<file path="config.mk">
export PLATFORM = sky130hd
export DESIGN_NAME = fifo_rd_stream
export DESIGN_NICKNAME = d
export VERILOG_FILES = /design/src/rtl/fifo_rd_stream_pkg.sv /design/src/rtl/fifo_rd_stream.sv
export SDC_FILE = /design/constraint.sdc
export NUM_CORES = 1
export LEC_CHECK = 0
export ABC_CLOCK_PERIOD_IN_PS = 4400
export BUFFER_PORTS_ARGS = -buffer_cell sky130_fd_sc_hd__buf_2
export CAP_MARGIN = 20
export CORE_MARGIN = 2
export CORE_UTILIZATION = 53
export CTS_CLUSTER_DIAMETER = 40
export DETAILED_ROUTE_END_ITERATION = 10
export GPL_TIMING_DRIVEN = 0
export PLACE_DENSITY_LB_ADDON = 0.1
export RECOVER_POWER = 50
export SLEW_MARGIN = 20
export SYNTH_ARGS = -nofsm -noshare
export SYNTH_HDL_FRONTEND = slang
export SYNTH_SLANG_ARGS = --single-unit
</file>
<file path="constraint.sdc">
create_clock -name rclk -period 4.4 [get_ports rclk]
set_input_delay 1.32 -clock rclk [delete_from_list [all_inputs] [get_ports rclk]]
set_output_delay 1.32 -clock rclk [all_outputs]
set_load 0.05 [all_outputs]
</file>
<file path="src/rtl/fifo_rd_stream_pkg.sv">
// Shared encodings and default widths for the FIFO read-side stream adapter.
package fifo_rd_stream_pkg;

    typedef enum logic [1:0] {
        CNT_EMPTY = 2'd0,
        CNT_ONE   = 2'd1,
        CNT_TWO   = 2'd2
    } cnt_t;

    localparam int DSIZE_DEF = 8;
    localparam int CNTW_DEF  = 16;

endpackage

</file>
<file path="src/rtl/fifo_rd_stream.sv">
// FIFO pop interface to registered valid/ready stream through a 2-entry buffer.
// Optional popped-word counter port rd_count enabled by FIFO_RD_STREAM_CNT_EN.
module fifo_rd_stream
    import fifo_rd_stream_pkg::*;
#(
    parameter int DSIZE = DSIZE_DEF
`ifdef FIFO_RD_STREAM_CNT_EN
    ,
    parameter int CNTW  = CNTW_DEF
`endif
) (
    input  logic             rclk,
    input  logic             rrst,
    input  logic             rempty,
    input  logic [DSIZE-1:0] rdata,
    output logic             rinc,
    input  logic             flush,
    output logic             m_valid,
    output logic [DSIZE-1:0] m_data,
    input  logic             m_ready
`ifdef FIFO_RD_STREAM_CNT_EN
    ,
    output logic [CNTW-1:0]  rd_count
`endif
);

    cnt_t             cnt, cnt_nxt;
    logic [DSIZE-1:0] buf0, buf1, buf0_nxt, buf1_nxt;
    logic             pop;

    // Pop decision uses only local state and FIFO flags; m_ready never reaches it.
    // Masked by rrst so no pop is signalled while the block is held in reset.
    assign rinc    = !rrst && !rempty && (cnt != CNT_TWO) && !flush;
    assign pop     = m_valid && m_ready;
    assign m_valid = (cnt != CNT_EMPTY);
    assign m_data  = buf0;

    always_ff @(posedge rclk or posedge rrst) begin
        if (rrst) begin
            cnt  <= CNT_EMPTY;
            buf0 <= '0;
            buf1 <= '0;
        end else begin
            cnt  <= cnt_nxt;
            buf0 <= buf0_nxt;
            buf1 <= buf1_nxt;
        end
    end

    always_comb begin
        cnt_nxt  = cnt;
        buf0_nxt = buf0;
        buf1_nxt = buf1;
        unique case (cnt)
            CNT_EMPTY: begin
                if (rinc) begin
                    cnt_nxt  = CNT_ONE;
                    buf0_nxt = rdata;
                end
            end
            CNT_ONE: begin
                if (rinc && !pop) begin
                    cnt_nxt  = CNT_TWO;
                    buf1_nxt = rdata;
                end else if (rinc && pop) begin
                    buf0_nxt = rdata;
                end else if (pop) begin
                    cnt_nxt  = CNT_EMPTY;
                end
            end
            CNT_TWO: begin
                if (pop) begin
                    cnt_nxt  = CNT_ONE;
                    buf0_nxt = buf1;
                end
            end
            default: cnt_nxt = CNT_EMPTY;
        endcase
        if (flush) begin
            cnt_nxt = CNT_EMPTY;
        end
    end

`ifdef FIFO_RD_STREAM_CNT_EN
    always_ff @(posedge rclk or posedge rrst) begin
        if (rrst) begin
            rd_count <= '0;
        end else if (rinc) begin
            rd_count <= rd_count + CNTW'(1);
        end
    end
`endif

endmodule

</file>
After elaboration in Yosys (flattened, before gate mapping)
Cells that the tools add are included.

Logic and storage cells: 42. Flip-flop bits (word level): 18. Output and inout port bits: 10. Input port bits: 13.

Mux-type cells: 12. Reduce and logical (&&, ||, !) cells: 16. Eq/ne operators: 11.

Operators with widths (number): 8-bit two-way mux (4); 8-bit one-hot mux with 3 select lines (1); 2-bit two-way mux (6); 2-bit inequality test, second input constant (5); 4-bit inequality test, second input constant (2); 1-bit logical AND (6); 3-bit inequality test, second input constant (2); 2-bit one-hot mux with 3 select lines (1); 5-bit AND reduction (1); 1-bit logical NOT (4); 4-bit AND reduction (1); 3-bit nonzero test (1); 2-bit by 1-bit == test with 1-bit output, second input constant (1); 2-bit == test, second input constant (1); 2-bit logical NOT (1); 2-bit AND reduction (1); 2-bit nonzero test (1).

Depth between registers and ports, before layout
Depth in word-level cells: 9. Depth in mapped cells: 6. Depth with buffers taken out: 4.

Worst setup path before layout
No wires, ideal clock.

Kind: in2out. Start point: in flush. End point: out rinc. Arrival time: 2364 ps. Required time: 3080 ps. Stages on the path: 2. Path buffers: 0. Setup slack: 716 ps. Path through: or3_1 > nor2_1.

Longest elaborated chain between the ends: 2.

Ends and longest elaborated chain: from (decl) (RTL line fifo_rd_stream.sv:17) `input logic flush,`; 1-bit logical NOT (RTL line fifo_rd_stream.sv:33) `assign rinc = !rrst && !rempty && (cnt != CNT_TWO) && !flush;`; 1-bit logical AND (RTL line fifo_rd_stream.sv:33); to (decl) (RTL line fifo_rd_stream.sv:16) `output logic rinc,`.

Every way passes these cells.

Worst setup path after layout
Ends and elaborated chain as after synthesis.

==> metrics.csv <==
metric;value;unit
drt-initial-drc-count;4;
drtAntennaViolNets;0;
maxSlewViolCount;0;
power.switching;0.149;mW
cts.sinks;18;
skew;0.00749;ns
hold_path.class;reg2reg;
max_freq;284;MHz
wire_per_inst;13.4;um
portBuffers;21;
die_width;43.8;um
pwr_density_cell;438;nW/um2
p_int;0.287;mW
finalNonFillerCells;116;
dpl.hpwl;1.10;mm
arrival;2.21;ns
status;finished, final reports clean;
max-vdd-ir-drop;249;uV
maxCapViolCount;0;
synth_warnings;0;
whs_path_depth;2;
most-common-layout-cells;dfrtp_1 (18), buf_2 (16), a21oi_1 (11), inv_1 (9);
die_y;43.8;um
hold_viol_final;0;
rows;14;
areaGrowthSynthToFinish;18.5;%
pwr-share-seq;48.0;%
grt_max_degree;19;
min_period;3.53;ns
cpMostUsedCell;buf_2;
cts_buffers;3;
dr.pass1.iters;3;
timing.setup.tns;0;ns
end_kind;output port;
syn_avg_cell_area;11.2;um2
ctsHoldBuffers;0;
p_leak;0.518;nW
cts_tree;built;
cts_resized;0;
slew-limit-headroom;52.4;%
grt_pass1_wl;2.63;mm
sw_frac_of_total;34.1;%
design.die.area;1920;um2
clk_latency;0.29;ns
cpPeakStageDelay;0.39;ns
placed_cells;112;
power_frac_clock;22.9;%
p_comb_share;29.0;%
setup_viol;0;
drc;0;
grt_antenna_before_repair;0;
final_common_cell;dfrtp_1;
cts-root-buf;clkbuf_4;
crit_chain;buf_2, or3_1, nor2_1, buf_2;
drive_above_1_share;30.0;%
syn-instance-count;75;
track_usage;18.6;%
post_cts.repair.setup_buffers;0;
cts_max_level;1;
cts_buffer_depth;2;
tightest_slew;0.712;ns
vias_per_cell;5.46;
worstRegToRegCells;6;
fillers;122;
initial_core_util;56.4;%
syn_nets;88;
clkTransAtPathRegs;0.10;ns
grt.overflow.total;0;
syn-cell-area;840;um2
coreArea;1490;um2
num_io_pins;23;
rsz0062_at_grt;false;
gp_congestion;0.720;
wl;1.56;mm
seq_area_frac_synth;53.7;%
critical_path_class;in2out;
antennaDiodeCount;0;
via_count;633;
grt_pass1_vias;643;
worstSetupStartpointType;input port;
ys_types;19;
crit_fanout;5;
fin_nets;114;
slowest_stage;or3_1;
cp.required;3.08;ns
finalCritPeriodShare;80.1;%
synth-seq-cells;18;
[synth_stat cells, drive strengths merged]
| cell type | number | share of area (%) |
|---|---|---|
| buf | 1 | 1.3 |
| or2 | 1 | 0.75 |
| mux2i | 1 | 1.2 |
| a2bb2oi | 1 | 1.0 |
| nor2 | 3 | 1.3 |
| clkbuf | 3 | 1.3 |
| or3 | 1 | 0.75 |
| o32ai | 1 | 1.0 |
| nor3 | 2 | 1.2 |
| or3b | 2 | 2.1 |
| o22a | 1 | 1.0 |
| dfrtp | 18 | 54 |
| a21oi | 11 | 6.6 |
| inv | 9 | 4.0 |
| o22ai | 7 | 5.2 |
| nor4 | 1 | 0.75 |
| mux2 | 8 | 14 |
| nand2 | 2 | 0.89 |
| nor2b | 2 | 1.5 |
[power by group through the flow]
| stage | registers, mW | logic, mW | clock network [mW] |
|---|---|---|---|
| final | 0.209 | 0.127 | 0.100 |
| after global routing | 0.212 | 0.136 | 0.108 |
| after CTS | 0.209 | 0.130 | 0.102 |
| after detailed placement | 0.212 | 0.129 | 0 |
| after global placement | 0.211 | 0.127 | 0 |
| after floorplan | 0.260 | 0.0502 | 0 |
[stage by stage]
step | worst slack (ns) | power (mW) | hold slack [ns] | instance area (um2) | util (%)
finish | 0.874 | 0.436 | 0.516 | 995 | 66.8
global route | 0.826 | 0.456 | 0.536 | 995 | 66.8
CTS | 0.875 | 0.441 | 0.519 | 1000 | 67.2
detailed placement | 0.882 | 0.342 | 0.495 | 965 | 64.8
global placement | 0.880 | 0.338 | 0.491 | 965 | 64.8
floorplan | 0.716 | 0.310 | 0.482 | 840 | -
[flip-flops by register name, indices dropped and copies added, names as in the netlist]
register,flops
buf1,8
cnt,2
m_data,8
[critical path, delay by kind of cell]
kind / cells / cell delay (ns)
buffers and inverters: 2 / 0.39
and+or+nand+nor: 2 / 0.49
[metal layers]
metal	wire length (um)	share of wire (%)	GRT usage (%)	up-vias
met5	0	0	0	-
met4	11	0.71	7.27	0
met3	57	3.7	4.17	2
met2	754	48	30.0	10
met1	737	47	24.3	308
li1	-	-	-	313
[final timing paths]
kind / startpoint / end / slack, ns
max in group asynchronous: rrst / m_data[2]$_DFFE_PP0P_ / 2.82
worst min-delay path: m_data[2]$_DFFE_PP0P_ / m_data[2]$_DFFE_PP0P_ / 0.52
min in group asynchronous: rrst / cnt[1]$_DFFE_PP0P_ / 1.15
worst min register to register: m_data[2]$_DFFE_PP0P_ / m_data[2]$_DFFE_PP0P_ / 0.52
worst max register to register: cnt[1]$_DFFE_PP0P_ / m_data[6]$_DFFE_PP0P_ / 2.48
worst max-delay path: flush / rinc / 0.87
[kinds of logic (layout without fill, tap and decap cells)]
group / count (synthesis) / in the layout / share of synthesized area, %
AO/OA/AOI/OAI: 21 / 21 / 14.9
flip-flops: 18 / 18 / 53.7
AND/OR/NAND/NOR: 14 / 14 / 9.24
buffers and inverters: 13 / 38 / 6.71
multiplexers: 9 / 9 / 15.5
[layout make-up]
type / instances / area (um2) / share of cell area, %
inverter: 9 / 33.8 / 3.40
sequential: 18 / 450 / 45.3
clock buffer: 4 / 36.3 / 3.65
buffer: 4 / 22.5 / 2.26
timing repair buffer: 21 / 98.8 / 9.94
tap: 16 / 20.0 / 2.01
multi-input combinational: 44 / 333 / 33.5
No activity file was read; power rests on OpenSTA's default activity.
